[config.mk]
export PLATFORM = sky130hd
export DESIGN_NAME = bit_serial_adder_ctrl
export DESIGN_NICKNAME = d
export VERILOG_FILES = /design/src/rtl/bit_serial_adder_ctrl_pkg.sv /design/src/rtl/bit_serial_adder_ctrl_fa_cell.sv /design/src/rtl/bit_serial_adder_ctrl.sv
export SDC_FILE = /design/constraint.sdc
export NUM_CORES = 1
export LEC_CHECK = 0
export ABC_AREA = 0
export BUFFER_PORTS_ARGS = -buffer_cell sky130_fd_sc_hd__buf_4
export CAP_MARGIN = 20
export CORE_UTILIZATION = 50
export DETAILED_ROUTE_END_ITERATION = 10
export PLACE_DENSITY_LB_ADDON = 0.3
export RECOVER_POWER = 50
export SYNTH_ARGS = -nofsm -noshare
export SYNTH_HDL_FRONTEND = slang
export SYNTH_HIERARCHICAL = 1
export SYNTH_SLANG_ARGS = --single-unit
[constraint.sdc]
create_clock -name CLK -period 3.18 [get_ports CLK]
set_clock_uncertainty 0.2 [all_clocks]
set_input_delay 0.159 -clock CLK [delete_from_list [all_inputs] [get_ports CLK]]
set_output_delay 0.159 -clock CLK [all_outputs]
set_load 0.02 [all_outputs]
[src/rtl/bit_serial_adder_ctrl_pkg.sv]
// Shared definitions for the bit-serial adder: controller states, the
// default operand width and the bit-counter width helper.
package bit_serial_adder_ctrl_pkg;

  localparam int DEFAULT_WIDTH = 8;

  typedef enum logic [1:0] {
    IDLE = 2'd0,
    RUN  = 2'd1,
    HOLD = 2'd2
  } state_e;

  // Counter needs $clog2(WIDTH) bits, but never fewer than one so WIDTH=1 still has a register.
  function automatic int cntWidth(input int width);
    return (width > 1) ? $clog2(width) : 1;
  endfunction

endpackage

[src/rtl/bit_serial_adder_ctrl_fa_cell.sv]
// Single 1-bit full-adder slice; the controller time-multiplexes it over
// every operand bit.
module fa_cell (
  input  logic A,
  input  logic B,
  input  logic CIN,
  output logic S,
  output logic C
);

  logic halfSum;

  // Classic full adder: sum is the 3-way XOR, carry when two or more inputs are set.
  always_comb begin
    halfSum = A ^ B;
    S       = halfSum ^ CIN;
    C       = (A & B) | (CIN & halfSum);
  end

endmodule

[src/rtl/bit_serial_adder_ctrl.sv]
// Bit-serial adder controller: accepts A, B, CIN with a valid/ready handshake,
// adds one bit per cycle LSB first through a single fa_cell, then holds
// {COUT,SUM} until the consumer takes it.
module bit_serial_adder_ctrl
  import bit_serial_adder_ctrl_pkg::*;
#(
  parameter int WIDTH = DEFAULT_WIDTH
) (
  input  logic             CLK,
  input  logic             RST,
  input  logic             IN_VALID,
  output logic             IN_READY,
  input  logic [WIDTH-1:0] A,
  input  logic [WIDTH-1:0] B,
  input  logic             CIN,
  output logic             OUT_VALID,
  input  logic             OUT_READY,
  output logic [WIDTH-1:0] SUM,
  output logic             COUT,
  output logic             BUSY
);

  localparam int                CNT_W    = cntWidth(WIDTH);
  localparam logic [CNT_W-1:0]  LAST_BIT = CNT_W'(WIDTH - 1);

  state_e             state_q;
  logic [WIDTH-1:0]   aShift_q;
  logic [WIDTH-1:0]   bShift_q;
  logic               carry_q;
  logic [CNT_W-1:0]   bitCnt_q;
  logic [WIDTH-1:0]   sum_q;
  logic               cout_q;
  logic               outValid_q;
  logic               inReady_q;
  logic               busy_q;

  logic               sliceSum;
  logic               sliceCarry;

  // The operands are shifted right each RUN cycle, so bit 0 is always the bit being added.
  fa_cell u_fa_cell (
    .A   (aShift_q[0]),
    .B   (bShift_q[0]),
    .CIN (carry_q),
    .S   (sliceSum),
    .C   (sliceCarry)
  );

  // Controller FSM: owns operand shifters, carry, bit counter and all registered outputs.
  always_ff @(posedge CLK) begin
    if (RST) begin
      state_q    <= IDLE;
      aShift_q   <= '0;
      bShift_q   <= '0;
      carry_q    <= 1'b0;
      bitCnt_q   <= '0;
      sum_q      <= '0;
      cout_q     <= 1'b0;
      outValid_q <= 1'b0;
      inReady_q  <= 1'b1;
      busy_q     <= 1'b0;
    end else begin
      case (state_q)
        IDLE: begin
          if (IN_VALID) begin
            aShift_q  <= A;
            bShift_q  <= B;
            carry_q   <= CIN;
            bitCnt_q  <= '0;
            sum_q     <= '0;
            cout_q    <= 1'b0;
            inReady_q <= 1'b0;
            busy_q    <= 1'b1;
            state_q   <= RUN;
          end
        end
        RUN: begin
          sum_q[bitCnt_q] <= sliceSum;
          carry_q         <= sliceCarry;
          aShift_q        <= aShift_q >> 1;
          bShift_q        <= bShift_q >> 1;
          if (bitCnt_q == LAST_BIT) begin
            cout_q     <= sliceCarry;
            outValid_q <= 1'b1;
            busy_q     <= 1'b0;
            state_q    <= HOLD;
          end else begin
            bitCnt_q <= bitCnt_q + 1'b1;
          end
        end
        HOLD: begin
          if (OUT_READY) begin
            outValid_q <= 1'b0;
            inReady_q  <= 1'b1;
            state_q    <= IDLE;
          end
        end
        default: begin
          state_q    <= IDLE;
          outValid_q <= 1'b0;
          inReady_q  <= 1'b1;
          busy_q     <= 1'b0;
        end
      endcase
    end
  end

  assign IN_READY  = inReady_q;
  assign OUT_VALID = outValid_q;
  assign SUM       = sum_q;
  assign COUT      = cout_q;
  assign BUSY      = busy_q;

endmodule

# Word-level counts from Yosys, hierarchy flattened
# Cells that the tools add are included.
# op_classes
order_cmp	2
add_sub_neg	1
n_bitwise	8
eq_ne	7
n_reduce_logical	10
n_mux	29
# ops
cell	count
case mux 8 bit (2 select lines)	3
2-to-1 mux 8 bit	3
AND reduction 3 bit	6
2-to-1 mux 1 bit	9
case mux 1 bit (3 select lines)	3
bitwise mux 8 bit	1
inequality test 2 bit (second input constant)	4
2-to-1 mux 2 bit	3
2-to-1 mux 3 bit	2
case mux 2 bit (3 select lines)	1
case mux 3 bit (2 select lines)	1
< comparator 3 x 4 -> 1 bit (second input constant)	1
case mux 1 bit (2 select lines)	2
adder 3 x 1 -> 3 bit (second input constant)	1
demux 1 bit (select 3 bit)	1
equality test 3 bit (second input constant)	1
>= comparator 3 x 1 -> 1 bit (second input constant)	1
NOT 1 bit	3
bitwise AND 1 bit	2
equality test 2 x 1 -> 1 bit (second input constant)	1
equality test 2 bit (second input constant)	1
zero test 2 bit	1
AND reduction 2 bit	1
nonzero test 2 bit	1
other kinds (3)	4
# word_totals
reg_bits	34
out_inout_bits	12

# Logic depth before layout (Yosys ltp)
# depth
ltp_word	6
mapped_depth	5

# Modules after synthesis
# The synthesis kept the hierarchy.
# by_module_without_submodules
module	instances	cells_each	seq_area_each_um2	area_per_inst_um2
bit_serial_adder_ctrl	1	157	680.7	1662.8
fa_cell	1	1	0.0	20.0

# Least setup slack after synthesis
# No wires, ideal clock.
# synth_timing
kind	flip-flop to flip-flop
startpoint	register aShift_q[0]
endpoint	register sum_q[0], in the netlist SUM[0]
setup_ps	59
arrival_time_ps	1312
path_slack_ps	1609
path_stages_with_launch	4
period_less_slack_ps	1571
path_cell_list	dfxtp_1 fa_1 nor2b_1 mux2_2
# synth_via
elab_chain_cells	4
# synth_rtl
item	line_no	source
from (decl)	bit_serial_adder_ctrl.sv:27	logic [WIDTH-1:0] aShift_q;
from (signal assigned)	bit_serial_adder_ctrl.sv:80	aShift_q <= aShift_q >> 1;
bitwise XOR 1 bit	bit_serial_adder_ctrl_fa_cell.sv:15	halfSum = A ^ B;
bitwise XOR 1 bit	bit_serial_adder_ctrl_fa_cell.sv:16	S = halfSum ^ CIN;
via sliceSum	bit_serial_adder_ctrl.sv:37	logic sliceSum;
bitwise mux 8 bit	bit_serial_adder_ctrl.sv:78	sum_q[bitCnt_q] <= sliceSum;
case mux 8 bit (2 select lines)	bit_serial_adder_ctrl.sv:63	case (state_q)
to (signal, indexed assignment)	bit_serial_adder_ctrl.sv:78	
to (decl)	bit_serial_adder_ctrl.sv:31	logic [WIDTH-1:0] sum_q;
# The timed path passes the listed nets, and every way through them passes these cells.
# A chain may end at the register's enable or synchronous reset.

# Worst setup path in the final report
# layout_timing
startpoint	register state_q[0]
endpoint	register bitCnt_q[0]
# layout_via
elab_chain_cells	3
elab_cells_between_ends	7
cone_classes	eq/ne (3); mux (1); reduce/logical (3)
# layout_rtl
item	line_no	source
from (decl)	bit_serial_adder_ctrl.sv:26	state_e state_q;
from (signal assigned)	bit_serial_adder_ctrl.sv:52	state_q <= IDLE;
from (signal assigned)	bit_serial_adder_ctrl.sv:74	state_q <= RUN;
from (signal assigned)	bit_serial_adder_ctrl.sv:86	state_q <= HOLD;
equality test 2 x 1 -> 1 bit or zero test 2 bit (tied branches)	bit_serial_adder_ctrl.sv:63	
inequality test 2 bit (no source line) or nonzero test 2 bit (tied branches)	--	
AND reduction 3 bit (no source line)	--	
to (signal assigned)	bit_serial_adder_ctrl.sv:88	bitCnt_q <= bitCnt_q + 1'b1;
to (decl)	bit_serial_adder_ctrl.sv:30	logic [CNT_W-1:0] bitCnt_q;
# Several ways; a longest one is shown, not always the timed one.

==> impl_results.md <==
* Mapped Cells at roughly 160
* Pwr/cell area at 423.9 nW/um^2
* Vias per cell at 5.286
* Grt met3 use at 0.04545
* Via count at 1311
* Slowest cell delay on critical path at about 900 ps
* Die height at 60.02 um
* Dpl ws at 1178 ps
* DRC viols at 0
* Post-DP Area at around 1800 um^2
* Logic gate share of total power at 0.163
* RePlAce Congestion at 0.7117
* Die ar. at 3602 um^2
* Worst-Margin Slew at 1017 ps
* Largest net degree at the start of global routing at 35
* Sw Ratio at 0.2695
* Vias in the first global route at 1296
* Pleak at approximately 0.8 nW
* Fmax at 0.3918 GHz
* Max_cap viols at 0
* Worst-path clk slew at around 100 ps
* HPWL reported at the end of detailed placement at 2125 um
* Commonest cells after routing, fill and taps aside: dfxtp_1, buf_4, nor2_1, dlygate4sd3_1
* Postcts setup bufs at 0
* Antenna viol nets, final at 0
* CP max-delay cell: o21ba_1
* Critical path arrival at roughly 2600 ps
* Post-CTS Resized at 0
* Sink Count at 34
* Ratio of cells with drive above 1 in the final layout at 0.2108
* Status: complete, no violations
* Fill cells at between 200 and 300
* Io pins at 33
* CTS Root Cell: clkbuf_4
* Worst vdd ir at 0.0003850 V
* Storage element area at just under 700 um^2
* CP Max Fanout at 31
* Synthesized area at 1683 um^2
* Multi-input logic area at 852.1 um^2
* WP depth at 3
* Initial Utilization at 0.5380
* Slew Limit Fails at 0
* Synth cell types at 39
* Bufs and invs on worst path at 0
* Final #Nets at roughly 230
* Final setup TNS at 0 ps
* Num rows at 20
* Fin crit period at 2553 ps
* Final std cell area, no fill at about 2000 um^2
* Htree depth at 2
* FF+latch count, synth at 34
* Clock latency on the worst-skew pair at 330 ps
* RSZ-0062 raised after global routing: no
* Commonest non-fill, non-tap cell in the layout: dfxtp_1
* Hold path cells at 3
* CP Capture Type: register
* Final hold violations at 0
* Clock power share at 0.290
* CP Cell Sequence: o21ba_1 -> a21oi_1 -> mux2_2
* Met2 GRT Util at 0.3667
* Final WL at 3474 um
* Area delta synth->final at 21.26%
* Setup CP Type: register to register
* Setup Viol. Count Final at 0
* Ys Warns at 6
* Core box area at between 3000 and 4000 um^2
* Top Usage Layer GRT: met2
* Sequential fraction of the synthesis area at 0.4045
* Grt ovf at 0
* Cell Int Power at 0.6319 mW
* Synthesized Nets at 182
* DR iter-0 viols at 44
* TritonRoute pass-1 iters at 4
* Tightest Hold Check Type: input port to register
* Die Wd at ~60 um
* Worst relative slew slack at 0.3217
* Switching power at between 0.2 and 0.25 mW
* Top Family by Delay on Critical Path: compound AO/OA/AOI/OAI gates
* Routed len/inst at 14.01 um
* CP required at 3210 ps
* Startpoint Class: register
* # port buffers at 32
* Avg Cell Area, Syn at between 10 and 15 um^2
* First-pass GRT wire length at 5727 um
* Initial antenna violation count at 0
* Inserted Clock Buffers at 5
* Setup slack after layout at 627.4 ps
* CTS max path bufs at 2
* Ant diodes at 0
* Sequential share of power at 0.547
* Fin crit share at 0.8027
* CTS tree: built
* GR Layer Usage met1 at 0.2703
* All-Layer GR Usage at 0.2213
* Worst r2r path cells at 3
worst reg2reg max path, stage by stage, from the launching register on:
cell     delay [ps]
dfxtp_1         770
o21ba_1         920
a21oi_1         240
mux2_2          330
power by group through the flow:
| stage | registers [mW] | clock network (mW) | logic (mW) |
|---|---|---|---|
| 3_5_place_dp | 0.484 | 0 | 0.125 |
| 5_1_grt | 0.477 | 0.280 | 0.154 |
| 2_1_floorplan | 0.477 | 0 | 0.0973 |
| 3_3_place_gp | 0.481 | 0 | 0.120 |
| 4_1_cts | 0.474 | 0.255 | 0.144 |
| 6_report | 0.474 | 0.251 | 0.141 |
metrics by stage:
step / hold slack, ps / cells / total power, mW / utilization
2_1_floorplan: 107.3 / 158 / 0.5743 / -
3_3_place_gp: 198.6 / 221 / 0.6013 / 0.5912
3_5_place_dp: 214.3 / 221 / 0.6087 / 0.5912
4_1_cts: 35.65 / 248 / 0.8728 / 0.6712
5_1_grt: 30.64 / 248 / 0.9113 / 0.6524
6_report: 42.87 / 248 / 0.8650 / 0.6524
metal layers:
| metal | up-vias | share of wire |
|---|---|---|
| met3 | 8 | 0.026 |
| met2 | 25 | 0.48 |
| met4 | 0 | 0.018 |
| met1 | 619 | 0.48 |
| li1 | 659 | - |
| met5 | - | 0 |
state kept, by name, summed over array words and instances, names as in the netlist:
signal,cells
SUM,8
aShift_q,8
bShift_q,8
bitCnt_q,3
state_q,2
BUSY,1
COUT,1
IN_READY,1
OUT_VALID,1
carry_q,1
final cells by class:
class                      count  share of cell area
clock inverter                 1            0.002452
multi-input combinational    110              0.4175
sequential                    34              0.3335
timing repair buffer          52              0.1925
tap                           44             0.02698
clock buffer                   7             0.02698
final timing paths:
path / start / end / slack, ps
setup / recovery: state_q[0]$_SDFFE_PP0P_ / bitCnt_q[0]$_SDFFE_PP0P_ / 630
hold / removal: B[0] / bShift_q[0]$_SDFFE_PP0P_ / 40
setup reg to reg: state_q[0]$_SDFFE_PP0P_ / bitCnt_q[0]$_SDFFE_PP0P_ / 630
hold reg to reg: aShift_q[3]$_SDFFE_PP0P_ / aShift_q[3]$_SDFFE_PP0P_ / 300
what timing repair did:
item / CTS / global route
hold buffers: 19 / 0
endpoints found under the setup margin: 0 / 0
endpoints found under the hold margin: 19 / 0
Yosys cell counts:
library cell  instances  area [um^2]
a211oi_1             15        112.6
a21o_2                1        8.760
a21oi_1               5        25.02
a22o_1                2        17.52
a22oi_1               2        15.01
a2bb2oi_1             1        8.760
a31oi_1               1        6.260
buf_16                1        27.53
buf_2                 2        10.01
buf_4                 3        22.52
buf_6                 2        22.52
clkbuf_1              2        7.510
clkbuf_2              1        5.000
clkbuf_8              3        41.29
dfxtp_1              34        680.7
fa_1                  1        20.02
ha_1                  2        25.02
mux2_2                7        78.83
mux2_4                2        30.03
mux2i_1              15        150.1
nand2_1               4        15.01
nand2b_1              3        18.77
nand2b_4              1        13.76
nand3_1               2        10.01
nand3b_1              1        7.510
nand4_1               1        6.260
nand4b_1              2        17.52
nor2_1               20        75.07
nor2b_1               1        6.260
nor2b_4               1        13.76
nor3_1                3        15.01
nor3b_1               9        67.56
nor3b_4               1        18.77
nor4_1                1        6.260
nor4b_2               1        15.01
nor4b_4               1        23.77
o21ba_4               1        16.27
o21bai_1              2        15.01
or2_2                 1        6.260
cells by family after synthesis:
logic type	count (synthesis)	share of synthesized area
DFF	34	0.4045
adders and majority gates	3	0.02676
buffers and inverters	14	0.08104
AOI/OAI and AO/OA	30	0.1338
and+or+nand+nor	53	0.2000
muxes	24	0.1539
No activity file was read; power rests on OpenSTA's default activity.
